$ cat config.mk
export PLATFORM = sky130hd
export DESIGN_NAME = ahb_decode_ctrl
export DESIGN_NICKNAME = d
export VERILOG_FILES = /design/src/rtl/ahb_decode_ctrl.sv
export SDC_FILE = /design/constraint.sdc
export NUM_CORES = 1
export LEC_CHECK = 0
export CAP_MARGIN = 20
export CORE_AREA = 2 2 39 41
export CTS_CLUSTER_SIZE = 30
export DETAILED_ROUTE_END_ITERATION = 7
export DIE_AREA = 0 0 41 43
export PLACE_DENSITY = 0.78
export SLEW_MARGIN = 10
export SYNTH_ARGS = -nofsm -noshare
export SYNTH_HDL_FRONTEND = slang
export SYNTH_SLANG_ARGS = --single-unit
$ cat constraint.sdc
create_clock -name hclk -period 2.45 [get_ports hclk]
set_input_delay 0.245 -clock hclk [delete_from_list [all_inputs] [get_ports hclk]]
set_output_delay 0.245 -clock hclk [all_outputs]
set_load 0.02 [all_outputs]
$ cat src/rtl/ahb_decode_ctrl.sv
// AHB-lite address decoder, data-phase mux select register and default (ERROR) slave.
// Optional: define DECODE_ERR_CNT_EN to add the saturating err_count output.
module ahb_decode_ctrl #(
    parameter int unsigned          REGION_W    = 4,
    parameter logic [REGION_W-1:0]  SLV1_REGION = REGION_W'(0),
    parameter logic [REGION_W-1:0]  SLV2_REGION = REGION_W'(1),
    parameter logic [REGION_W-1:0]  SLV3_REGION = REGION_W'(2)
) (
    input  logic        hclk,
    input  logic        hreset,
    input  logic [31:0] haddr,
    input  logic [1:0]  htrans,
    input  logic        hready,
    output logic        hsel_1,
    output logic        hsel_2,
    output logic        hsel_3,
    output logic [2:0]  sel,
    output logic        hreadyout_def,
    output logic        hresp_def
`ifdef DECODE_ERR_CNT_EN
    ,
    output logic [15:0] err_count
`endif
);

    typedef enum logic [1:0] {
        DS_IDLE = 2'b00,
        DS_ERR1 = 2'b01,
        DS_ERR2 = 2'b10
    } ds_state_t;

    localparam logic [2:0] SEL_SLV1 = 3'b000;
    localparam logic [2:0] SEL_SLV2 = 3'b001;
    localparam logic [2:0] SEL_SLV3 = 3'b010;
    localparam logic [2:0] SEL_DEF  = 3'b111;

    logic [REGION_W-1:0] w_region;
    logic                w_hit1;
    logic                w_hit2;
    logic                w_hit3;
    logic                w_unmapped;
    logic [2:0]          w_sel_next;
    logic                w_err_start;
    logic                w_unused_addr;

    ds_state_t           r_state;
    ds_state_t           w_state_next;
    logic [2:0]          r_sel;

    assign w_region      = haddr[31 -: REGION_W];
    assign w_unused_addr = ^haddr[31-REGION_W:0];

    // Priority only matters for illegal overlapping region parameters.
    assign w_hit1     = (w_region == SLV1_REGION);
    assign w_hit2     = (w_region == SLV2_REGION) && !w_hit1;
    assign w_hit3     = (w_region == SLV3_REGION) && !w_hit1 && !w_hit2;
    assign w_unmapped = !(w_hit1 || w_hit2 || w_hit3);

    assign hsel_1 = w_hit1;
    assign hsel_2 = w_hit2;
    assign hsel_3 = w_hit3;

    always_comb begin
        w_sel_next = SEL_DEF;
        if (w_hit1) begin
            w_sel_next = SEL_SLV1;
        end else if (w_hit2) begin
            w_sel_next = SEL_SLV2;
        end else if (w_hit3) begin
            w_sel_next = SEL_SLV3;
        end
    end

    always_ff @(posedge hclk or posedge hreset) begin
        if (hreset) begin
            r_sel <= SEL_DEF;
        end else if (hready) begin
            r_sel <= w_sel_next;
        end
    end

    assign sel = r_sel;

    // Only active (NONSEQ/SEQ) transfers to unmapped space earn an ERROR.
    assign w_err_start = hready && htrans[1] && w_unmapped;

    always_ff @(posedge hclk or posedge hreset) begin
        if (hreset) begin
            r_state <= DS_IDLE;
        end else begin
            r_state <= w_state_next;
        end
    end

    always_comb begin
        w_state_next = r_state;
        case (r_state)
            DS_IDLE: w_state_next = w_err_start ? DS_ERR1 : DS_IDLE;
            DS_ERR1: w_state_next = DS_ERR2;
            DS_ERR2: w_state_next = w_err_start ? DS_ERR1 : DS_IDLE;
            default: w_state_next = DS_IDLE;
        endcase
    end

    always_comb begin
        hreadyout_def = 1'b1;
        hresp_def     = 1'b0;
        case (r_state)
            DS_ERR1: begin
                hreadyout_def = 1'b0;
                hresp_def     = 1'b1;
            end
            DS_ERR2: begin
                hreadyout_def = 1'b1;
                hresp_def     = 1'b1;
            end
            default: begin
                hreadyout_def = 1'b1;
                hresp_def     = 1'b0;
            end
        endcase
    end

`ifdef DECODE_ERR_CNT_EN
    logic [15:0] r_err_count;

    always_ff @(posedge hclk or posedge hreset) begin
        if (hreset) begin
            r_err_count <= 16'd0;
        end else if ((w_state_next == DS_ERR1) && (r_state != DS_ERR1)
                     && (r_err_count != 16'hFFFF)) begin
            r_err_count <= r_err_count + 16'd1;
        end
    end

    assign err_count = r_err_count;
`endif

endmodule
# --- After elaboration in Yosys (flattened, before gate mapping) ---
# Cells that the tools add are included.
# W data, S select, Z words.
totals:
  reg_bits: 5
  inputBits: 37
  output_inout_bits: 8
  word_cells: 27
op_classes:
  eq_ne: 4
  muxes: 7
  n_reduce_logical: 14
op_table:
  columns: ["op", "n"]
  rows:
  - ["$mux W3", 3]
  - ["$logic_and A1 B1 Y1", 5]
  - ["$eq A4 B1 Y1 const B", 1]
  - ["$eq A4 B2 Y1 const B", 1]
  - ["$logic_not A4 Y1", 1]
  - ["$pmux W2 S2", 1]
  - ["$reduce_or A2 Y1", 2]
  - ["$logic_not A1 Y1", 3]
  - ["$mux W1", 3]
  - ["$eq A2 B1 Y1 const B", 1]
  - ["$eq A2 B2 Y1 const B", 1]
  - ["$logic_not A2 Y1", 1]
  - ["$logic_or A1 B1 Y1", 2]

# --- Depth between registers and ports, before layout ---
depth:
  ltp_word: 10
  mapped_depth: 4
  depth_no_buf: 4

# --- Worst setup path after synthesis ---
# OpenSTA, ideal clock, no wires.
synth_timing:
  kind: "input to output"
  startpoint: "input port haddr[31]"
  endpoint: "output port hsel_1"
  arrival_time_ns: 0.964
  t_required_ns: 2.205
  slack_ns: 1.241
  stages: 1
  n_path_buf: 0
  cell_sequence: "nor4_1"
synth_between:
  elab_chain_len: 1
synth_rtl:
  columns: ["element", "line_no", "rtl"]
  rows:
  - ["start, declared", "11", "input logic [31:0] haddr,"]
  - ["$logic_not A4 Y1", "54", "assign w_hit1 = (w_region == SLV1_REGION);"]
  - ["end, declared", "14", "output logic hsel_1,"]
# No other way between the ends.

# --- Worst setup path in the final report ---
layout_timing:
  startpoint: "input port haddr[31]"
  endpoint: "output port hsel_2"
layout_between:
  elab_chain_len: 3
  elab_cells_between_ends: 4
  classes_between: "eq/ne (1); reduce/logical (3)"
layout_rtl:
  columns: ["element", "line_no", "rtl"]
  rows:
  - ["$logic_not A4 Y1", "54", null]
  - ["$logic_not A1 Y1", "55", "assign w_hit2 = (w_region == SLV2_REGION) && !w_hit1;"]
  - ["$logic_and A1 B1 Y1 (*)", "55", null]
  - ["end, declared", "15", "output logic hsel_2,"]
# Every way passes the cells marked *; elsewhere a longest branch is shown, timed or not.

==> results.yml <==
clock_tree:
  cts_tree: "done"
  path_clk_slew_ns: 0.04
  cts_buffers: 3
  cts_buffer_depth: 2
  postCtsHoldBufs: 0
  clockRootBuffer: "clkbuf_4"
  clk_latency_ns: 0.23
  clock-sinks: 5
  post_cts_buffers: 0
  h-tree-depth: 1
  cts_resized: 0
sta:
  tightest_slew_ns: 0.234
  rsz0062_at_grt: "false"
  slew-limit-headroom_pct: 84.3
  finalHoldViolations: 0
  setup_tns_ns: 0
  period_share_pct: 80.8
  setup_viol: 0
  worst_slack_ns: 0.471
  maxSlewViolCount: 0
  fmax_mhz: 505
  min_period_ns: 1.98
  clock_skew_ns: 0.0000236
worst_setup_path:
  critical-path-top-delay-family: "buffers and inverters"
  slowest_delay_ns: 0.59
  crit_buf_inv: 2
  crit_top_cell: "clkdlybuf4s50_1"
  critPathSlowestCell: "clkdlybuf4s50_1"
  arrival_ns: 1.73
  cp.depth: 4
  crit_type: "input pin to output pin"
  cp_max_fo: 4
  worstRegToRegCells: 3
  start_kind: "input pin"
  endpoint_kind: "output pin"
  critical_path_required_ns: 2.20
  crit_path_cell_trace: "clkdlybuf4s50_1, nor3_1, and2_1, clkdlybuf4s50_1"
power:
  p_leak_nw: 0.205
  power.density_nw_per_um2: 500
  power_mw: 0.243
  ir_worst_vdd_mv: 0.206
yosys:
  seq_area_frac_synth_pct: 44.4
  yosys.area.top_type: "dfstp_2"
  yosysWarnings: 0
  syn-num-nets: 71
  synth_seq_cells: 5
  synth.distinct_cells: 11
  synth_area_leaders: "dfstp_2 (27%), ha_1 (22%), dfrtp_1 (17%)"
  syn_area_per_cell_sq_um: 10.0
  post_synth_inst_count: 29
  yosysTopAreaCellShare_pct: 27.2
  netlist_area_sq_um: 290
routing:
  wl_um: 599
  drt_iter0_drc: 2
  vias_per_cell: 4.08
  drt_drc_violations_left: 0
  firstDrtPassIters: 2
  final_antenna_net_count: 0
  via_count: 261
  wl_per_cell_um: 9.36
finish:
  final_common_cell: "clkdlybuf4s50_1"
  design_area_sq_um: 487
  multi_input_area_sq_um: 146
  n_antenna_cell: 0
  drive_gt1_share_pct: 14.6
  layout.nets: 91
  layout_common_cells: "clkdlybuf4s50_1 (15), ha_1 (5), nor2_1 (4), inv_1 (4)"
  fill_cells: 162
  synthToLayoutAreaGrowth_pct: 67.7
  ff_latch_area_sq_um: 129
  post-route-util_pct: 35.2
placement:
  post_dp_cell_area_sq_um: 460
  port_buffers: 15
  post-place-ws_ns: 0.457
  hpwl_um: 514
  gp_congestion: 0.594
floorplanning:
  initial_core_util_pct: 21.0
  die_h_um: 43
  die_area_sq_um: 1760
  core_area_sq_um: 1380
  rows: 14
  io_pins: 45
  die_x_um: 41
global_routing:
  grt_max_degree: 8
  grt_overflow_total: 0
  grt_pass1_wl_um: 828
  grtUsageTotal_pct: 7.18
  grt_pass1_vias: 212
  grt_antenna_before_repair: 0
hold_path:
  hp-class: "input pin to asynchronous set/reset pin"
flow_run:
  maxCapViolCount: 0
run_status:
  status: "completed"
-- path summary, 6_finish.rpt --
kind	startpoint	endpoint	slack, ns
setup / recovery	haddr[31]	hsel_2	0.47
hold / removal	hreset	r_state[0]$_DFF_PP0_	0.20
setup reg to reg	r_state[0]$_DFF_PP0_	r_state[0]$_DFF_PP0_	1.43
hold reg to reg	sel[0]$_DFFE_PP1P_	sel[0]$_DFFE_PP1P_	0.49
max in group asynchronous	hreset	sel[0]$_DFFE_PP1P_	2.02
min in group hclk	sel[0]$_DFFE_PP1P_	sel[0]$_DFFE_PP1P_	0.49
-- kinds of logic after synthesis --
family                     count (synthesis)  share of synthesized area (%)
buffers and inverters                      4                           5.17
DFF                                        5                           44.4
adders and majority gates                  5                           21.6
AOI/OAI and AO/OA                          4                           9.48
and+or+nand+nor                           11                           19.4
-- power breakdown --
group	switching [mW]	internal (mW)	leakage, nW
Clock	0.0307	0.0614	0.0150
Sequential	0.00366	0.0907	0.0584
Combinational	0.0273	0.0294	0.131
-- per-stage QoR --
step | std cells | hold WS [ns]
floorplan | 29 | 0.0213
detailed placement | 60 | 0.457
global route | 64 | 0.220
global placement | 60 | 0.454
finish | 64 | 0.202
CTS | 64 | 0.201
-- metal layers --
layer | wire (um) | vias to the layer above | track usage (%)
met5 | 0 | - | 0
met4 | 0 | 0 | 4.00
met3 | 82 | 0 | 5.24
met2 | 268 | 12 | 9.06
met1 | 249 | 115 | 8.55
li1 | - | 134 | -
-- registers in the layout (all words and copies together) (netlist names) --
register and count:
r_state 2, sel 3
-- worst register-to-register path: stages, from the launching register on --
cell      delay (ns)
dfrtp_1         0.41
ha_1            0.20
nand3b_1        0.14
nor3_1          0.17
-- final cells by class --
class	instances	share of cell area, %
Inverter	4	3.08
Tap cell	16	4.11
Multi-Input combinational cell	20	30.1
Clock buffer	4	5.40
Sequential cell	5	26.5
Timing Repair Buffer	15	30.8
-- Yosys cell counts, drive strengths merged --
cell,count
ha,5
a211oi,1
dfrtp,2
dfstp,3
nor2,4
inv,4
and2,2
a21oi,3
nand3b,1
nor4,1
nor3,3
Power figures use the tool's default switching activity.
